[src/rtl/trng_pkg.sv]
// Shared constants for the TRNG byte source and its helpers.
package trng_pkg;
    localparam int SAMPLE_DIV_DEF = 16;
    localparam int RCT_LIMIT_DEF  = 32;
    localparam int BYTE_W         = 8;
    localparam int IDX_W          = 3;
endpackage

[src/rtl/trng_vn_debias.sv]
// Von Neumann pair debiaser: 01 -> 0, 10 -> 1, 00/11 -> nothing.
module trng_vn_debias
    import trng_pkg::*;
(
    input  logic clk,
    input  logic rst,
    input  logic clr,
    input  logic tick,
    input  logic s,
    output logic bit_valid,
    output logic bit_out
);
    logic have_q, have_d;
    logic first_q, first_d;

    always_comb begin
        have_d    = have_q;
        first_d   = first_q;
        bit_valid = 1'b0;
        bit_out   = first_q;
        if (clr) begin
            have_d = 1'b0;
        end else if (tick) begin
            if (!have_q) begin
                have_d  = 1'b1;
                first_d = s;
            end else begin
                have_d    = 1'b0;
                bit_valid = (first_q != s);
            end
        end
    end

    always_ff @(posedge clk) begin
        if (rst) begin
            have_q  <= 1'b0;
            first_q <= 1'b0;
        end else begin
            have_q  <= have_d;
            first_q <= first_d;
        end
    end
endmodule

[src/rtl/trng_uart_ctrl.sv]
// TRNG byte source: ring-oscillator sampler with repetition-count health test,
// optional von Neumann debiasing and a valid/ready byte output.
module trng_uart_ctrl
    import trng_pkg::*;
#(
    parameter int SAMPLE_DIV = SAMPLE_DIV_DEF,
    parameter int RCT_LIMIT  = RCT_LIMIT_DEF
) (
    input  logic              clk,
    input  logic              rst,
    input  logic              en,
    input  logic              vn_en,
    input  logic              rnd_in,
    input  logic              fault_clr,
    output logic [BYTE_W-1:0] tx_data,
    output logic              tx_valid,
    input  logic              tx_ready,
    output logic              fault
);
    localparam int DIV_W = $clog2(SAMPLE_DIV);
    localparam int RUN_W = $clog2(RCT_LIMIT + 1);
    localparam logic [DIV_W-1:0] DIV_LAST = DIV_W'(SAMPLE_DIV - 1);
    localparam logic [RUN_W-1:0] RUN_MAX  = RUN_W'(RCT_LIMIT);
    localparam logic [IDX_W-1:0] IDX_LAST = IDX_W'(BYTE_W - 1);

    logic              sync1_q, sync2_q;
    logic [DIV_W-1:0]  div_q;
    logic              tick;
    logic              prev_q, fault_q;
    logic [RUN_W-1:0]  run_q, run_d;
    logic              vn_en_q, vn_clr, vn_bit_valid, vn_bit;
    logic              emit_valid, emit_bit;
    logic [BYTE_W-1:0] sh_q, hold_q;
    logic [IDX_W-1:0]  cnt_q;
    logic              full_q, hold_vld_q, load;

    assign tick = en && (div_q == DIV_LAST);

    always_ff @(posedge clk) begin
        if (rst) begin
            sync1_q <= 1'b0;
            sync2_q <= 1'b0;
            div_q   <= '0;
            vn_en_q <= 1'b0;
        end else begin
            sync1_q <= rnd_in;
            sync2_q <= sync1_q;
            vn_en_q <= vn_en;
            if (!en || tick) div_q <= '0;
            else             div_q <= div_q + 1'b1;
        end
    end

    always_comb begin
        run_d = run_q;
        if (sync2_q != prev_q)    run_d = RUN_W'(1);
        else if (run_q != RUN_MAX) run_d = run_q + 1'b1;
    end

    // A clear coinciding with a tick wins; that sample is not evaluated.
    always_ff @(posedge clk) begin
        if (rst) begin
            prev_q  <= 1'b0;
            run_q   <= '0;
            fault_q <= 1'b0;
        end else if (fault_clr) begin
            run_q   <= '0;
            fault_q <= 1'b0;
        end else if (tick) begin
            prev_q <= sync2_q;
            run_q  <= run_d;
            if (run_d == RUN_MAX) fault_q <= 1'b1;
        end
    end

    assign vn_clr = !en || (vn_en != vn_en_q) || fault_q;

    trng_vn_debias u_vn (
        .clk       (clk),
        .rst       (rst),
        .clr       (vn_clr),
        .tick      (tick && vn_en),
        .s         (sync2_q),
        .bit_valid (vn_bit_valid),
        .bit_out   (vn_bit)
    );

    assign emit_valid = !fault_q && (vn_en ? vn_bit_valid : tick);
    assign emit_bit   = vn_en ? vn_bit : sync2_q;
    assign load       = full_q && (!hold_vld_q || tx_ready);

    always_ff @(posedge clk) begin
        if (rst || fault_q) begin
            sh_q       <= '0;
            cnt_q      <= '0;
            full_q     <= 1'b0;
            hold_q     <= '0;
            hold_vld_q <= 1'b0;
        end else if (load) begin
            hold_q     <= sh_q;
            hold_vld_q <= 1'b1;
            sh_q       <= '0;
            cnt_q      <= '0;
            full_q     <= 1'b0;
        end else begin
            if (hold_vld_q && tx_ready) hold_vld_q <= 1'b0;
            if (emit_valid && !full_q) begin
                sh_q[cnt_q] <= emit_bit;
                cnt_q       <= cnt_q + 1'b1;
                if (cnt_q == IDX_LAST) full_q <= 1'b1;
            end
        end
    end

    assign tx_data  = hold_q;
    assign tx_valid = hold_vld_q;
    assign fault    = fault_q;
endmodule

[config.mk]
export PLATFORM = sky130hd
export DESIGN_NAME = trng_uart_ctrl
export DESIGN_NICKNAME = d
export VERILOG_FILES = /design/src/rtl/trng_pkg.sv /design/src/rtl/trng_vn_debias.sv /design/src/rtl/trng_uart_ctrl.sv
export SDC_FILE = /design/constraint.sdc
export NUM_CORES = 1
export LEC_CHECK = 0
export BUFFER_PORTS_ARGS = -buffer_cell sky130_fd_sc_hd__buf_4
export CAP_MARGIN = 20
export CORE_MARGIN = 3
export CORE_UTILIZATION = 58
export DETAILED_ROUTE_END_ITERATION = 8
export PLACE_DENSITY = 0.78
export SLEW_MARGIN = 10
export SYNTH_ARGS = -nofsm -noshare
export SYNTH_HDL_FRONTEND = slang
export SYNTH_SLANG_ARGS = --single-unit
[constraint.sdc]
create_clock -name clk -period 1.9 [get_ports clk]
set_input_delay 0.095 -clock clk [delete_from_list [all_inputs] [get_ports clk]]
set_output_delay 0.095 -clock clk [all_outputs]
set_load 0.01 [all_outputs]
==> results of run 1 <==
-- where the power goes --
part	internal (uW)	leakage [uW]	switching [uW]
Sequential	801	0.000307	4.19
Combinational	26.0	0.000448	30.0
Clock	446	0.0000585	268
-- worst reg2reg max path, cell delays in order (launching register included) --
cell and delay [ns]:
dfxtp_1 0.44, inv_1 0.11, ha_1 0.22, nand4bb_2 0.11
or2_1 0.22, or4b_1 0.45, a21oi_1 0.14
-- cell type report --
cell class,count,area [sq um],share of cell area
Inverter,6,22.52,0.01080
Clock inverter,2,60.06,0.02881
Tap cell,42,52.55,0.02521
Multi-Input combinational cell,157,957.2,0.4592
Clock buffer,6,51.30,0.02461
Timing Repair Buffer,23,180.2,0.08643
Sequential cell,38,760.7,0.3649
-- sequential cells by signal, indices dropped and copies added, names as in the netlist --
register / count
u_vn.have_q: 1
tx_valid: 1
sh_q: 8
u_vn.bit_out: 1
fault: 1
div_q: 4
sync1_q: 1
sync2_q: 1
tx_data: 8
prev_q: 1
full_q: 1
vn_en_q: 1
cnt_q: 3
run_q: 6
-- path summary, 6_finish.rpt --
path	cells after the start	startpoint	slack [ns]	to
setup / recovery	6	run_q[0]	0.17	run_q[4]
hold / removal	2	vn_en	0.02	vn_en_q
setup reg to reg	6	run_q[0]	0.17	run_q[4]
hold reg to reg	1	sync1_q	0.45	sync2_q
-- what timing repair did --
action,CTS,global route
hold buffers,3,0
hold endpoints to repair,5,0
setup endpoints to repair,0,0
-- cell families (layout without fill, tap and decap cells) --
| family | Yosys count | after routing | share of synthesized area |
|---|---|---|---|
| muxes | 13 | 13 | 0.07232 |
| DFF | 38 | 38 | 0.4187 |
| and+or+nand+nor | 100 | 100 | 0.2755 |
| adders and majority gates | 5 | 5 | 0.03444 |
| xor gates and xnor gates | 6 | 6 | 0.02893 |
| AOI/OAI and AO/OA | 33 | 33 | 0.1157 |
| buffers and inverters | 16 | 37 | 0.05440 |
-- metrics by stage --
stage | power (uW) | instance area [sq um] | util | hold WS (ns) | setup WS [ns]
2_1_floorplan | 857.1 | 1817 | - | 0.1641 | 0.3207
3_3_place_gp | 873.1 | 1943 | 0.6755 | 0.3195 | 0.2788
3_5_place_dp | 874.9 | 1943 | 0.6755 | 0.3244 | 0.2016
4_1_cts | 1595 | 2085 | 0.7247 | 0.01932 | 0.1753
5_1_grt | 1634 | 2085 | 0.7247 | 0.03554 | 0.02155
6_report | 1575 | 2085 | 0.7247 | 0.02458 | 0.1713
-- placed cells by master, fill, tap and decap left out, types with 4 or more instances in the layout --
master / instances
a21oi_1: 14
buf_4: 20
clkbuf_4: 5
dfxtp_1: 38
ha_1: 5
inv_1: 6
mux2i_1: 12
nand2_1: 32
nand2b_1: 5
nand3_1: 19
nand4b_1: 4
nor2_1: 14
nor2b_1: 4
nor3_1: 8
o21ai_0: 6
-- metal layers --
metal  GRT usage  vias to the layer above  part of all wire
li1            -                      774                 -
met1      0.2794                      680              0.47
met2      0.3343                       45              0.45
met3     0.04959                        8             0.052
met4      0.1152                        0             0.024
met5           0                        -                 0
==> impl_results.md, run 1 <==
- Number of max-cap violations: 0
- Post-route insts no fill: 274
- HP Class: input pin to flop
- Clk_skew: 0.006562 ns
- Global-route usage over all layers: 0.2165
- Endpoints failing setup: 0
- # Post-CTS Setup Buffers: 0
- First-pass GRT wire length: 6065 um
- Setup crit start kind: flop
- Clock Path Buffers: 2
- DPL Wire Length: ~2400 um
- Iter 0 DRT Violations: between 100 and 150
- CTS resizes: 0
- CP max-delay cell: or4b_1
- Buffers and inverters on the worst path: 1
- DRT Wirelength: 3399 um
- Die Ht: 61.97 um
- Cell count after synthesis: 211
- Syn_nets: 223
- Nets: 243
- Worst-path cell chain: inv_1, ha_1, nand4bb_2, or2_1, or4b_1, a21oi_1
- Leak: 0.0008136 uW
- CTS tree: yes
- Leading post-synthesis cells by cell area: dfxtp_1 42%, mux2i_1 6.6%, nand2_1 6.6%
- Synthesis warning total: 0
- CP top delay family: simple AND/OR/NAND/NOR gates
- Core region area: 2877 sq um
- Worst VDD drop: approximately 600 uV
- Largest net degree at the start of global routing: 18
- Critical Path AT: 2.02 ns
- TNS Setup: 0 ns
- Post-synth top flop: dfxtp_1
- Vias after detailed routing: 1507
- Cell count after placement: 263
- CP max stage delay: 0.45 ns
- Slew headroom: 0.6244
- Async set or reset register ratio after synthesis: 0
- Req. time, crit path: 2.19 ns
- Status: finished clean
- I/O Buffers: 16
- FMAX: 0.5785 GHz
- Pre-Repair DR Iteration Count: 4
- Clk slew on worst S/H paths: 0.11 ns
- CTS Buf Count: 5
- H-tree depth: 2
- Slew Limit Fails: 0
- Distinct cells, synth: 37
- Register area share after synthesis: 0.4187
- Initial antenna violation count: 0
- Area leader, netlist: dfxtp_1
- Slew @ Worst Pin: 0.5626 ns
- Die X: 61.97 um
- Routed vias/inst: 5.500
- I/O Pins: 17
- Period utilization: 0.9098
- Die area: 3840 sq um
- Synthesized cell area: around 1800 sq um
- Worst Setup End Kind: flop
- DRC viols: 0
- Synth Register Bits: 38
- RSZ-0062 raised after global routing: no
- Post-synth top area share: 0.4187
- Routed Antenna Nets: 0
- Site Rows: 19
- # fillers: 236
- Grt total ovfl: 0
- Sink Count: 38
- Vias in the first global route: 1415
- Pwr/cell area: between 700 and 800 nW/um^2
- Root Buffer: clkbuf_4
- Number of diodes: 0
- Critical path class: flop to flop
- Top post-synthesis cells by count: 38 x dfxtp_1, 32 x nand2_1, 19 x nand3_1, 14 x a21oi_1, 14 x nor2_1
- Syn_area_per_cell: approximately 8.6 sq um
- Post-synth EDFFs: 0
- Layout cells sized above 1: 0.1681
- Crit path max fanout: 6
- Wire per inst: 12.41 um
- Worst-Skew Late Latency: 0.35 ns
- Starting Density: 0.6316
- Min Tclk post-route: 1.729 ns
- Final Hold Fails: 0
- Gpl congestion: 0.9059
- Area growth syn-to-layout: 14.74%
- Count leader, synth: dfxtp_1
No activity file was read; power rests on OpenSTA's default activity.
==> inputs of run 2 (changes only) <==
Settings changed: ABC_AREA set to 1.
==> run 2 against run 1 <==
Sequential share of layout area decreased by 0.22 points. Wire length increased by 6.5%. First-iteration DRC count increased by 4.5%.
==> impl_results.md, run 2 <==
- Req. time, crit path: 2.19 ns (about the same)
- Slew @ Worst Pin: 0.6066 ns (+0.04400 ns)
- Area growth syn-to-layout: 16.88%
- Period utilization: 0.8183 (-0.09156)
- Global-route usage over all layers: 0.2217 (+0.005241)
- Post-synth top flop: dfxtp_1
- Grt total ovfl: 0 (unchanged)
- Core region area: 2853 sq um (-0.83%)
- Iter 0 DRT Violations: 117 (+4.5%)
- Count leader, synth: nand2_1
- Critical Path AT: 1.85 ns (-0.17 ns)
- Multi-input gate area: 885.9 sq um (-7.5%)
- Vias after detailed routing: 1636 (+8.6%)
- RSZ-0062 raised after global routing: no
- Starting Density: 0.6289 (-0.002631)
- Routed vias/inst: 5.312 (-3.4%)
- Setup crit start kind: flop
- Min Tclk post-route: 1.555 ns (-0.1740 ns)
- Worst-case hold slack: 0.03744 ns (+0.01287 ns)
- Die area: 3797 sq um (-1.1%)
- DPL Wire Length: 2562 um (+5.3%)
- Root Buffer: clkbuf_4
- Sequential Area: 760.7 sq um (unchanged)
- Die X: 61.62 um (-0.56%)
- Number of max-cap violations: 0 (unchanged)
- CTS tree: yes
- Wire per inst: 11.75 um (-5.3%)
- Nets: 288 (+19%)
- # Post-CTS Setup Buffers: 0 (unchanged)
- CTS resizes: 0 (unchanged)
- Clk slew on worst S/H paths: 0.12 ns (about the same)
- Syn_area_per_cell: 7.206 sq um (-16%)
- Worst-Skew Late Latency: 0.35 ns (about the same)
- Leading post-synthesis cells by cell area: dfxtp_1 42%, nand2_1 10%, nor2_1 7.3%
- Worst VDD drop: 809.1 uV (+34%)
- Pre-Repair DR Iteration Count: 4 (unchanged)
- I/O Pins: 17 (unchanged)
- Met3 wire length: 225 um (+27%)
- Largest net degree at the start of global routing: 14 (-4)
- Post-synth EDFFs: 0 (unchanged)
- TNS Setup: 0 ns (unchanged)
- Async set or reset register ratio after synthesis: 0 (unchanged)
- Routed Antenna Nets: 0 (unchanged)
- Met1 wire length: 1728 um (+8.3%)
- Critical path class: flop to flop
- Slew Limit Fails: 0 (unchanged)
- Register area share after synthesis: 0.4240 (+0.005256)
- Distinct cells, synth: 26 (-30%)
- Vias in the first global route: 1447 (+2.3%)
- Post-synth top area share: 0.4240 (+0.005256)
- Worst Setup End Kind: flop
- Endpoints failing setup: 0 (unchanged)
- Layout cells sized above 1: 0.1444 (-0.02370)
- Synthesized cell area: 1794 sq um (-1.2%)
- Initial antenna violation count: 0 (unchanged)
- Gpl congestion: 0.8770 (-3.2%)
- Crit path max fanout: 13 (+7)
- Synthesis warning total: 0 (unchanged)
- Commonest non-fill, non-tap cell in the layout: nand2_1
- HP Class: input pin to flop
- Sink Count: 38 (unchanged)
- Met2 WL: 1594 um (+3.2%)
- Most frequent cells in the layout: 50 x nand2_1, 38 x dfxtp_1, 35 x nor2_1
- Site Rows: 19 (unchanged)
- Die Ht: 61.62 um (-0.56%)
- H-tree depth: 2 (unchanged)
- Pwr/cell area: 744.6 nW/um^2 (-1.5%)
- Syn_nets: 261 (+17%)
- Synth Register Bits: 38 (unchanged)
- Status: finished clean
- Top post-synthesis cells by count: 50 x nand2_1, 38 x dfxtp_1, 35 x nor2_1, 26 x a21oi_1, 25 x inv_1
- Cell count after synthesis: 249 (+18%)
- Slew headroom: 0.5929 (-0.03154)
- # fillers: 227 (-3.8%)
- CTS Buf Count: 5 (unchanged)
- Final Hold Fails: 0 (unchanged)
- First-pass GRT wire length: 6127 um (+1.0%)
- R2r setup slk: 0.35 ns (+0.17 ns)
- Leak: 0.0008684 uW (+6.7%)
- I/O Buffers: 16 (unchanged)
- Clk_skew: 0.007233 ns (+0.0006703 ns)
- FMAX: 0.6432 GHz (+11%)
- DRT Wirelength: 3619 um (+6.5%)
- Area leader, netlist: dfxtp_1
- Top sig layer: met4
- DRC viols: 0 (unchanged)
- Number of diodes: 0 (unchanged)
- Clock Path Buffers: 2 (unchanged)
-- run 2: cell count changes after synthesis, moves of 7 or more --
cell,change
a21oi_1,+12
inv_1,+19
mux2i_1,-12
nand2_1,+18
nand4_1,+9
nor2_1,+21
nor3_1,-7
-- run 2: area by class of cell --
class,instances,area share
clock buffers,5,0.01790
clock inverters,3,0.03282
inverters,30,0.05370
multi-input cells,177,0.4224
flip-flops and latches,38,0.3628
well taps,31,0.01850
repair buffers,24,0.09189
-- run 2: metal layers --
layer	global-route usage	vias to the layer above
met4	0.1333	0
met3	0.04612	8
met2	0.3393	49
li1	-	873
met5	0	-
met1	0.2855	706
-- run 2: repair_timing --
item | CTS | global route
endpoints found under the hold margin | 5 | 0
setup endpoints to repair | 0 | 0
hold buffers | 5 | 0
-- run 2: final timing paths --
check                           startpoint  endpoint  cells after the start
worst min-delay path             fault_clr  run_q[2]                      4
worst max register to register    div_q[0]   sh_q[7]                      6
worst max-delay path              div_q[0]   sh_q[7]                      6
worst min register to register     sync1_q   sync2_q                      2
-- run 2: power by group --
part / internal (uW) / switching (uW) / total [uW]
clock network: 411 / 280 / 691
logic: 26.4 / 39.3 / 65.7
registers: 802 / 2.83 / 804
-- run 2: logic make-up after synthesis --
kind of cell | share of synthesized area
XOR/XNOR | 0.009765
flip-flops | 0.4240
buffers and inverters | 0.08229
AND/OR/NAND/NOR | 0.3236
AO/OA/AOI/OAI | 0.1255
adder cells (fa/ha/maj) | 0.03487
-- run 2: per-stage QoR --
step | power (uW) | setup WS, ns | area [sq um] | utilization | cells
final | 1561 | 0.3453 | 2097 | 0.7351 | 308
after global routing | 1621 | 0.09561 | 2097 | 0.7351 | 308
after CTS | 1576 | 0.3517 | 2097 | 0.7351 | 308
after detailed placement | 879.5 | 0.3914 | 1941 | 0.6803 | 295
after global placement | 878.9 | 0.4114 | 1941 | 0.6803 | 295
after floorplan | 857.3 | 0.4768 | 1794 | - | 249
-- run 2: critical path, stage by stage (launching register included) --
cell,delay [ns]
dfxtp_1,0.37
ha_1,0.21
nand3_2,0.13
nor4_4,0.27
buf_4,0.25
nand4_1,0.10
a21oi_1,0.17
